<file path="src/rtl/gol_generation_sequencer_if.sv">
// Engine-side handshake bundle: start/initialize/reset strobes, buffer
// addresses and the completion level returned by the Game of Life engine.
interface gol_generation_sequencer_if #(
    parameter int ADDR_W = 12
);
    logic              eng_reset;
    logic              eng_initialize;
    logic              eng_start;
    logic [ADDR_W-1:0] eng_start_address;
    logic [ADDR_W-1:0] eng_result_address;
    logic              eng_completed;

    modport master (
        output eng_reset,
        output eng_initialize,
        output eng_start,
        output eng_start_address,
        output eng_result_address,
        input  eng_completed
    );

    modport slave (
        input  eng_reset,
        input  eng_initialize,
        input  eng_start,
        input  eng_start_address,
        input  eng_result_address,
        output eng_completed
    );
endinterface

</file>
<file path="src/rtl/gol_generation_sequencer.sv">
// Runs the Game of Life engine for a programmed number of generations,
// ping-ponging source/destination buffers, with a per-phase watchdog.
module gol_generation_sequencer #(
    parameter int ADDR_W       = 12,
    parameter int GEN_W        = 16,
    parameter int TIMEOUT_W    = 26,
    parameter int TIMEOUT      = 50000000,
    parameter int RESET_CYCLES = 4
) (
    input  logic                       fpga_clk_50,
    input  logic                       hps_fpga_reset_n,
    input  logic                       cmd_go,
    input  logic                       cmd_abort,
    input  logic [ADDR_W-1:0]          cfg_buf_a_addr,
    input  logic [ADDR_W-1:0]          cfg_buf_b_addr,
    input  logic [GEN_W-1:0]           cfg_gen_count,
    gol_generation_sequencer_if.master eng,
    output logic                       busy,
    output logic                       done,
    output logic                       timeout_err,
    output logic [GEN_W-1:0]           gen_done,
    output logic                       result_sel
);
    localparam int HOLD_W = $clog2(RESET_CYCLES + 1);

    typedef enum logic [2:0] {
        ABORT, IDLE, INIT, SETUP, RUN, RELEASE, DONE, ERROR
    } state_t;

    state_t               state_q, state_d;
    logic [HOLD_W-1:0]    hold_q, hold_d;
    logic [TIMEOUT_W-1:0] wd_q, wd_d;
    logic [GEN_W-1:0]     cnt_q, cnt_d;
    logic [GEN_W-1:0]     gen_d, gen_inc;
    logic [ADDR_W-1:0]    src_d, dst_d;
    logic                 sel_d;
    logic                 go_prev_q;
    logic                 go_edge;
    logic                 in_phase;
    logic                 timeout_hit;

    always_ff @(posedge fpga_clk_50 or negedge hps_fpga_reset_n) begin
        if (!hps_fpga_reset_n) begin
            state_q                <= ABORT;
            hold_q                 <= '0;
            wd_q                   <= '0;
            cnt_q                  <= '0;
            go_prev_q              <= 1'b1;
            gen_done               <= '0;
            result_sel             <= 1'b0;
            eng.eng_start_address  <= '0;
            eng.eng_result_address <= '0;
            eng.eng_reset          <= 1'b1;
            eng.eng_initialize     <= 1'b0;
            eng.eng_start          <= 1'b0;
            busy                   <= 1'b0;
            done                   <= 1'b0;
            timeout_err            <= 1'b0;
        end else begin
            state_q                <= state_d;
            hold_q                 <= hold_d;
            wd_q                   <= wd_d;
            cnt_q                  <= cnt_d;
            go_prev_q              <= cmd_go;
            gen_done               <= gen_d;
            result_sel             <= sel_d;
            eng.eng_start_address  <= src_d;
            eng.eng_result_address <= dst_d;
            // Outputs are registered images of the state being entered.
            eng.eng_reset          <= (state_d == ABORT) || (state_d == ERROR);
            eng.eng_initialize     <= (state_d == INIT);
            eng.eng_start          <= (state_d == RUN);
            busy                   <= (state_d == INIT) || (state_d == SETUP) ||
                                      (state_d == RUN)  || (state_d == RELEASE);
            done                   <= (state_d == DONE);
            timeout_err            <= (state_d == ERROR);
        end
    end

    always_comb begin
        state_d     = state_q;
        hold_d      = hold_q;
        cnt_d       = cnt_q;
        gen_d       = gen_done;
        sel_d       = result_sel;
        src_d       = eng.eng_start_address;
        dst_d       = eng.eng_result_address;
        go_edge     = cmd_go && !go_prev_q;
        in_phase    = (state_q == RUN) || (state_q == RELEASE);
        // Watchdog spans RUN and RELEASE together; any other state clears it.
        wd_d        = in_phase ? wd_q + 1'b1 : '0;
        timeout_hit = in_phase && (wd_q == TIMEOUT_W'(TIMEOUT - 1));
        gen_inc     = (&gen_done) ? gen_done : gen_done + 1'b1;

        if (cmd_abort && (state_q != ABORT)) begin
            state_d = ABORT;
            hold_d  = '0;
        end else begin
            case (state_q)
                ABORT: begin
                    if (hold_q == HOLD_W'(RESET_CYCLES - 1)) begin
                        state_d = IDLE;
                    end else begin
                        hold_d = hold_q + 1'b1;
                    end
                end
                IDLE, DONE: begin
                    if (go_edge) begin
                        cnt_d   = cfg_gen_count;
                        gen_d   = '0;
                        sel_d   = 1'b0;
                        src_d   = cfg_buf_a_addr;
                        dst_d   = cfg_buf_b_addr;
                        state_d = (cfg_gen_count == '0) ? DONE : INIT;
                    end
                end
                INIT:  state_d = SETUP;
                SETUP: state_d = RUN;
                RUN: begin
                    if (timeout_hit) begin
                        state_d = ERROR;
                    end else if (eng.eng_completed) begin
                        state_d = RELEASE;
                    end
                end
                RELEASE: begin
                    if (timeout_hit) begin
                        state_d = ERROR;
                    end else if (!eng.eng_completed) begin
                        gen_d   = gen_inc;
                        sel_d   = ~result_sel;
                        src_d   = eng.eng_result_address;
                        dst_d   = eng.eng_start_address;
                        state_d = (gen_inc == cnt_q) ? DONE : SETUP;
                    end
                end
                ERROR:   state_d = ERROR;
                default: state_d = ABORT;
            endcase
        end
    end
endmodule

</file>
<file path="src/flat_wrapper.sv">
// flat-port wrapper written by rule: the top's interface ports become plain ports
module gol_generation_sequencer_flat 
#(
    parameter int ADDR_W       = 12,
    parameter int GEN_W        = 16,
    parameter int TIMEOUT_W    = 26,
    parameter int TIMEOUT      = 50000000,
    parameter int RESET_CYCLES = 4
)
  (fpga_clk_50, hps_fpga_reset_n, cmd_go, cmd_abort, cfg_buf_a_addr, cfg_buf_b_addr, cfg_gen_count, busy, done, timeout_err, gen_done, result_sel, eng_eng_reset, eng_eng_initialize, eng_eng_start, eng_eng_start_address, eng_eng_result_address, eng_eng_completed);
  gol_generation_sequencer_if #(.ADDR_W(ADDR_W)) eng_i ();
  input  logic fpga_clk_50;
  input  logic hps_fpga_reset_n;
  input  logic cmd_go;
  input  logic cmd_abort;
  input  logic [ADDR_W-1:0] cfg_buf_a_addr;
  input  logic [ADDR_W-1:0] cfg_buf_b_addr;
  input  logic [GEN_W-1:0] cfg_gen_count;
  output logic busy;
  output logic done;
  output logic timeout_err;
  output logic [GEN_W-1:0] gen_done;
  output logic result_sel;
  output wire logic [$bits(eng_i.eng_reset)-1:0] eng_eng_reset;
  output wire logic [$bits(eng_i.eng_initialize)-1:0] eng_eng_initialize;
  output wire logic [$bits(eng_i.eng_start)-1:0] eng_eng_start;
  output wire logic [$bits(eng_i.eng_start_address)-1:0] eng_eng_start_address;
  output wire logic [$bits(eng_i.eng_result_address)-1:0] eng_eng_result_address;
  input wire logic [$bits(eng_i.eng_completed)-1:0] eng_eng_completed;
  assign eng_eng_reset = eng_i.eng_reset;
  assign eng_eng_initialize = eng_i.eng_initialize;
  assign eng_eng_start = eng_i.eng_start;
  assign eng_eng_start_address = eng_i.eng_start_address;
  assign eng_eng_result_address = eng_i.eng_result_address;
  assign eng_i.eng_completed = eng_eng_completed;
  gol_generation_sequencer #(.ADDR_W(ADDR_W), .GEN_W(GEN_W), .TIMEOUT_W(TIMEOUT_W), .TIMEOUT(TIMEOUT), .RESET_CYCLES(RESET_CYCLES)) u_core (.fpga_clk_50(fpga_clk_50), .hps_fpga_reset_n(hps_fpga_reset_n), .cmd_go(cmd_go), .cmd_abort(cmd_abort), .cfg_buf_a_addr(cfg_buf_a_addr), .cfg_buf_b_addr(cfg_buf_b_addr), .cfg_gen_count(cfg_gen_count), .eng(eng_i), .busy(busy), .done(done), .timeout_err(timeout_err), .gen_done(gen_done), .result_sel(result_sel));
endmodule
</file>
<file path="config.mk">
export PLATFORM = sky130hd
export DESIGN_NAME = gol_generation_sequencer_flat
export DESIGN_NICKNAME = d
export VERILOG_FILES = /design/src/rtl/gol_generation_sequencer_if.sv /design/src/rtl/gol_generation_sequencer.sv /design/src/flat_wrapper.sv
export SDC_FILE = /design/constraint.sdc
export NUM_CORES = 1
export LEC_CHECK = 0
export BUFFER_PORTS_ARGS = -buffer_cell sky130_fd_sc_hd__buf_4
export CAP_MARGIN = 0
export CORE_MARGIN = 5
export CORE_UTILIZATION = 45
export CTS_CLUSTER_DIAMETER = 120
export DETAILED_ROUTE_END_ITERATION = 8
export GPL_TIMING_DRIVEN = 1
export PLACE_DENSITY = 0.67
export SKIP_LAST_GASP = 1
export SYNTH_ARGS = -nofsm -noshare
export SYNTH_HDL_FRONTEND = slang
export SYNTH_SLANG_ARGS = --single-unit
</file>
<file path="constraint.sdc">
create_clock -name fpga_clk_50 -period 2.5 [get_ports fpga_clk_50]
set_input_delay 0 -clock fpga_clk_50 [delete_from_list [all_inputs] [get_ports fpga_clk_50]]
set_output_delay 0 -clock fpga_clk_50 [all_outputs]
set_load 0.02 [all_outputs]
</file>
==> out/metrics.yaml <==
clock_tree:
  clock_latency_ns: 0.35
  htree_levels: 3
  cts_buffers: 9
  cts_tree: "yes"
  root_buffer: "clkbuf_16"
  clkSinkCount: 96
  clkTransAtPathRegs_ns: 0.07
  cts_buffer_depth: 2
timing:
  fin_tns_setup_ns: -0.606
  finalCriticalPeriod_ns: 2.69
  fmax_mhz: 372
  period_share_pct: 107
  setup_viol: 5
  fin_skew_ns: 0.00970
  slew_headroom_pct: 31.4
  maxSlewViolCount: 0
  timing.final.hold_violations: 0
  worst_pin_slew_ns: 1.03
  rsz0062_at_grt: "true"
  holdWs_ns: 0.0433
  setup_ws_ns: -0.185
critical_path:
  worst_setup_path_start_kind: "flip-flop"
  crit_slowest_cell: "dfrtp_2"
  cp_max_fo: 6
  path_class: "reg2reg"
  critPathMaxStageDelay_ns: 0.40
  worstSetupEndpointType: "flip-flop"
  path_cells: "ha_4 > nand4_1 > buf_4 > buf_6 > buf_6 > nor3_4 > mux2i_1 > a32oi_1 > o211ai_1 > nor4_2 > buf_4 > a31oi_4 > nor4_2"
  startpoint: "u_core.gen_done[1]"
  critPathRequiredTime_ns: 2.75
  critPathArrivalTime_ns: 2.94
  rr_startpoint: "u_core.gen_done[1]"
route:
  wl_um: 16300
  viasPerCell: 5.70
  routedWlPerCell_um: 17.1
  drc: 0
  vias: 5422
  antenna_left: 0
  dr.pass1.iters: 5
  drt-initial-drc-count: 450
die:
  start_util_pct: 46.4
  die_w_um: 119
  dieArea_um2: 14200
  io_pins: 92
  fp.coreArea_um2: 11600
  rows: 39
  die_h_um: 119
yosys:
  synth_xor_area_share_pct: 5.38
  syn_inst: 612
  syn-cell-area_um2: 5370
  synth_mux_area_share_pct: 4.31
  synth-simple-area-share_pct: 25.4
  synth_nets: 661
  yosys_register_bits: 96
  synthDistinctLibCells: 60
  synth_top_family_by_area: "simple AND/OR/NAND/NOR gates"
  ys_seq_area_share_pct: 44.8
  synth-compound-area-share_pct: 15.1
  synth_fa_ha_area_share_pct: 0.932
  ys.flop_type: "dfrtp_1"
  yosys_warnings: 0
  synth_edf_count: 0
  syn_avg_cell_area_um2: 8.77
  postSynth.asyncResetShare_pct: 100
cells_and_area:
  regArea_um2: 2410
  diodes: 0
  post-route-util_pct: 67.4
  final_nets: 852
  final_common_cell: "buf_4"
  fin_area_um2: 7790
  nFillCells: 869
  syn2layout_area_growth_pct: 45.2
  drive_gt1_share_pct: 32.2
  multi_input_area_um2: 2980
  layout_common_cells: "164 x buf_4, 86 x dfrtp_1, 85 x nand2_1, 78 x nor2_1, 42 x dlygate4sd3_1"
pwr:
  powerDensity_nw_per_um2: 701
  p_leak_nw: 3.47
  irDropWorstVdd_v: 0.000518
grt:
  grt_pass1_vias: 5227
  grt_usage_pct: 22.2
  overflow: 0
  antenna_found_initial: 0
  grt_pass1_wl_um: 25700
  grt_max_degree: 80
run_status:
  violations: "negative setup slack"
  status: "complete, but fails checks"
worst_hold_path:
  hp-start: "cmd_abort"
  hold_class: "in2reg"
place:
  placed_area_um2: 6710
  port_buffers: 91
  gp_congestion: 0.932
  hpwl_um: 11100
job:
  cap_viol_max_count: 0
-- worst max-delay path: cells and delay by family (launching register included) --
family,cells,cell delay [ns]
flops,1,0.40
buf+inv,4,0.60
simple gates,4,0.85
fa+ha+maj,1,0.15
mux,1,0.14
compound gates,3,0.42
-- metal layers --
layer / GRT usage, % / wire length, um / share of wire (%)
met5: 0 / 0 / 0
met4: 8.33 / 274 / 1.7
met3: 3.60 / 983 / 6.0
met2: 35.1 / 7710 / 47
met1: 30.9 / 7300 / 45
-- repair_timing --
item	in CTS	in global routing
endpoints found under the setup margin	35	43
gates resized for setup	13	28
hold endpoints to repair	117	0
hold buffers	42	0
cloned	0	2
pin swaps	5	29
buffers inserted	3	10
-- flip-flops by register name (all words and copies together), names as in the netlist --
register and count:
u_core.gen_done 16, u_core.hold_q 3, u_core.eng.eng_start 1, u_core.state_q 3, u_core.done 1, u_core.eng.eng_result_address 12, u_core.eng.eng_reset 1, u_core.cnt_q 16
u_core.go_prev_q 1, u_core.timeout_err 1, u_core.wd_q 26, u_core.eng.eng_initialize 1, u_core.result_sel 1, u_core.busy 1, u_core.eng.eng_start_address 12
-- power breakdown --
| part | total [mW] | internal (mW) | leakage [nW] | switching, mW |
|---|---|---|---|---|
| sequential | 2.29 | 1.92 | 1.23 | 0.371 |
| clock | 1.44 | 0.859 | 0.149 | 0.578 |
| combinational | 1.74 | 0.865 | 2.09 | 0.871 |
-- path summary, 6_finish.rpt --
kind / endpoint / slack, ns / cells after the start
hold / removal: u_core.done / 0.04 / 3
hold reg to reg: u_core.hold_q[2] / 0.49 / 2
setup / recovery: u_core.done / -0.19 / 13
setup reg to reg: u_core.done / -0.19 / 13
min in group asynchronous: u_core.eng.eng_result_address[5] / 0.36 / 2
max in group asynchronous: u_core.eng.eng_start_address[6] / 1.27 / 3
-- stage by stage --
step	setup WS [ns]	total power, mW	cells
final	-0.185	5.46	951
after floorplan	-0.0438	3.18	612
after global placement	-0.0771	3.83	878
after global routing	-0.346	5.76	951
after detailed placement	-0.122	3.90	878
after CTS	-0.0832	5.44	939
-- Yosys cell counts (5+ instances only) --
| cell type | count | share of area, % |
|---|---|---|
| a31oi_1 | 29 | 3.4 |
| nor3_1 | 9 | 0.84 |
| buf_2 | 12 | 1.1 |
| nand3_1 | 22 | 2.1 |
| nor2_1 | 80 | 5.6 |
| o211ai_1 | 5 | 0.70 |
| nand4_1 | 10 | 1.2 |
| o21ai_0 | 26 | 2.4 |
| clkbuf_1 | 18 | 1.3 |
| a21oi_1 | 35 | 3.3 |
| or3_1 | 9 | 1.0 |
| inv_1 | 16 | 1.1 |
| and4_1 | 8 | 1.3 |
| nand2_1 | 87 | 6.1 |
| xnor2_1 | 16 | 2.6 |
| xor2_1 | 17 | 2.8 |
| mux2_2 | 17 | 3.6 |
| nor4_1 | 10 | 1.2 |
| dfrtp_1 | 94 | 44 |
| and3_1 | 10 | 1.2 |
-- final cells by class --
cell class / count / area share, %
Tap cell: 143 / 2.30
Sequential cell: 96 / 31.0
Multi-Input combinational cell: 463 / 38.3
Timing Repair Buffer: 217 / 23.7
Clock inverter: 2 / 0.482
Inverter: 16 / 0.770
Clock buffer: 14 / 3.52
-- kinds of logic (layout without fill, tap and decap cells) --
logic type / Yosys count / count (layout)
AND/OR/NAND/NOR: 277 / 277
adder cells (fa/ha/maj): 4 / 4
XOR/XNOR: 33 / 33
multiplexers: 21 / 21
buffers and inverters: 53 / 249
AO/OA/AOI/OAI: 128 / 128
flip-flops: 96 / 96
Note: power is estimated with default switching activity, not from simulation.
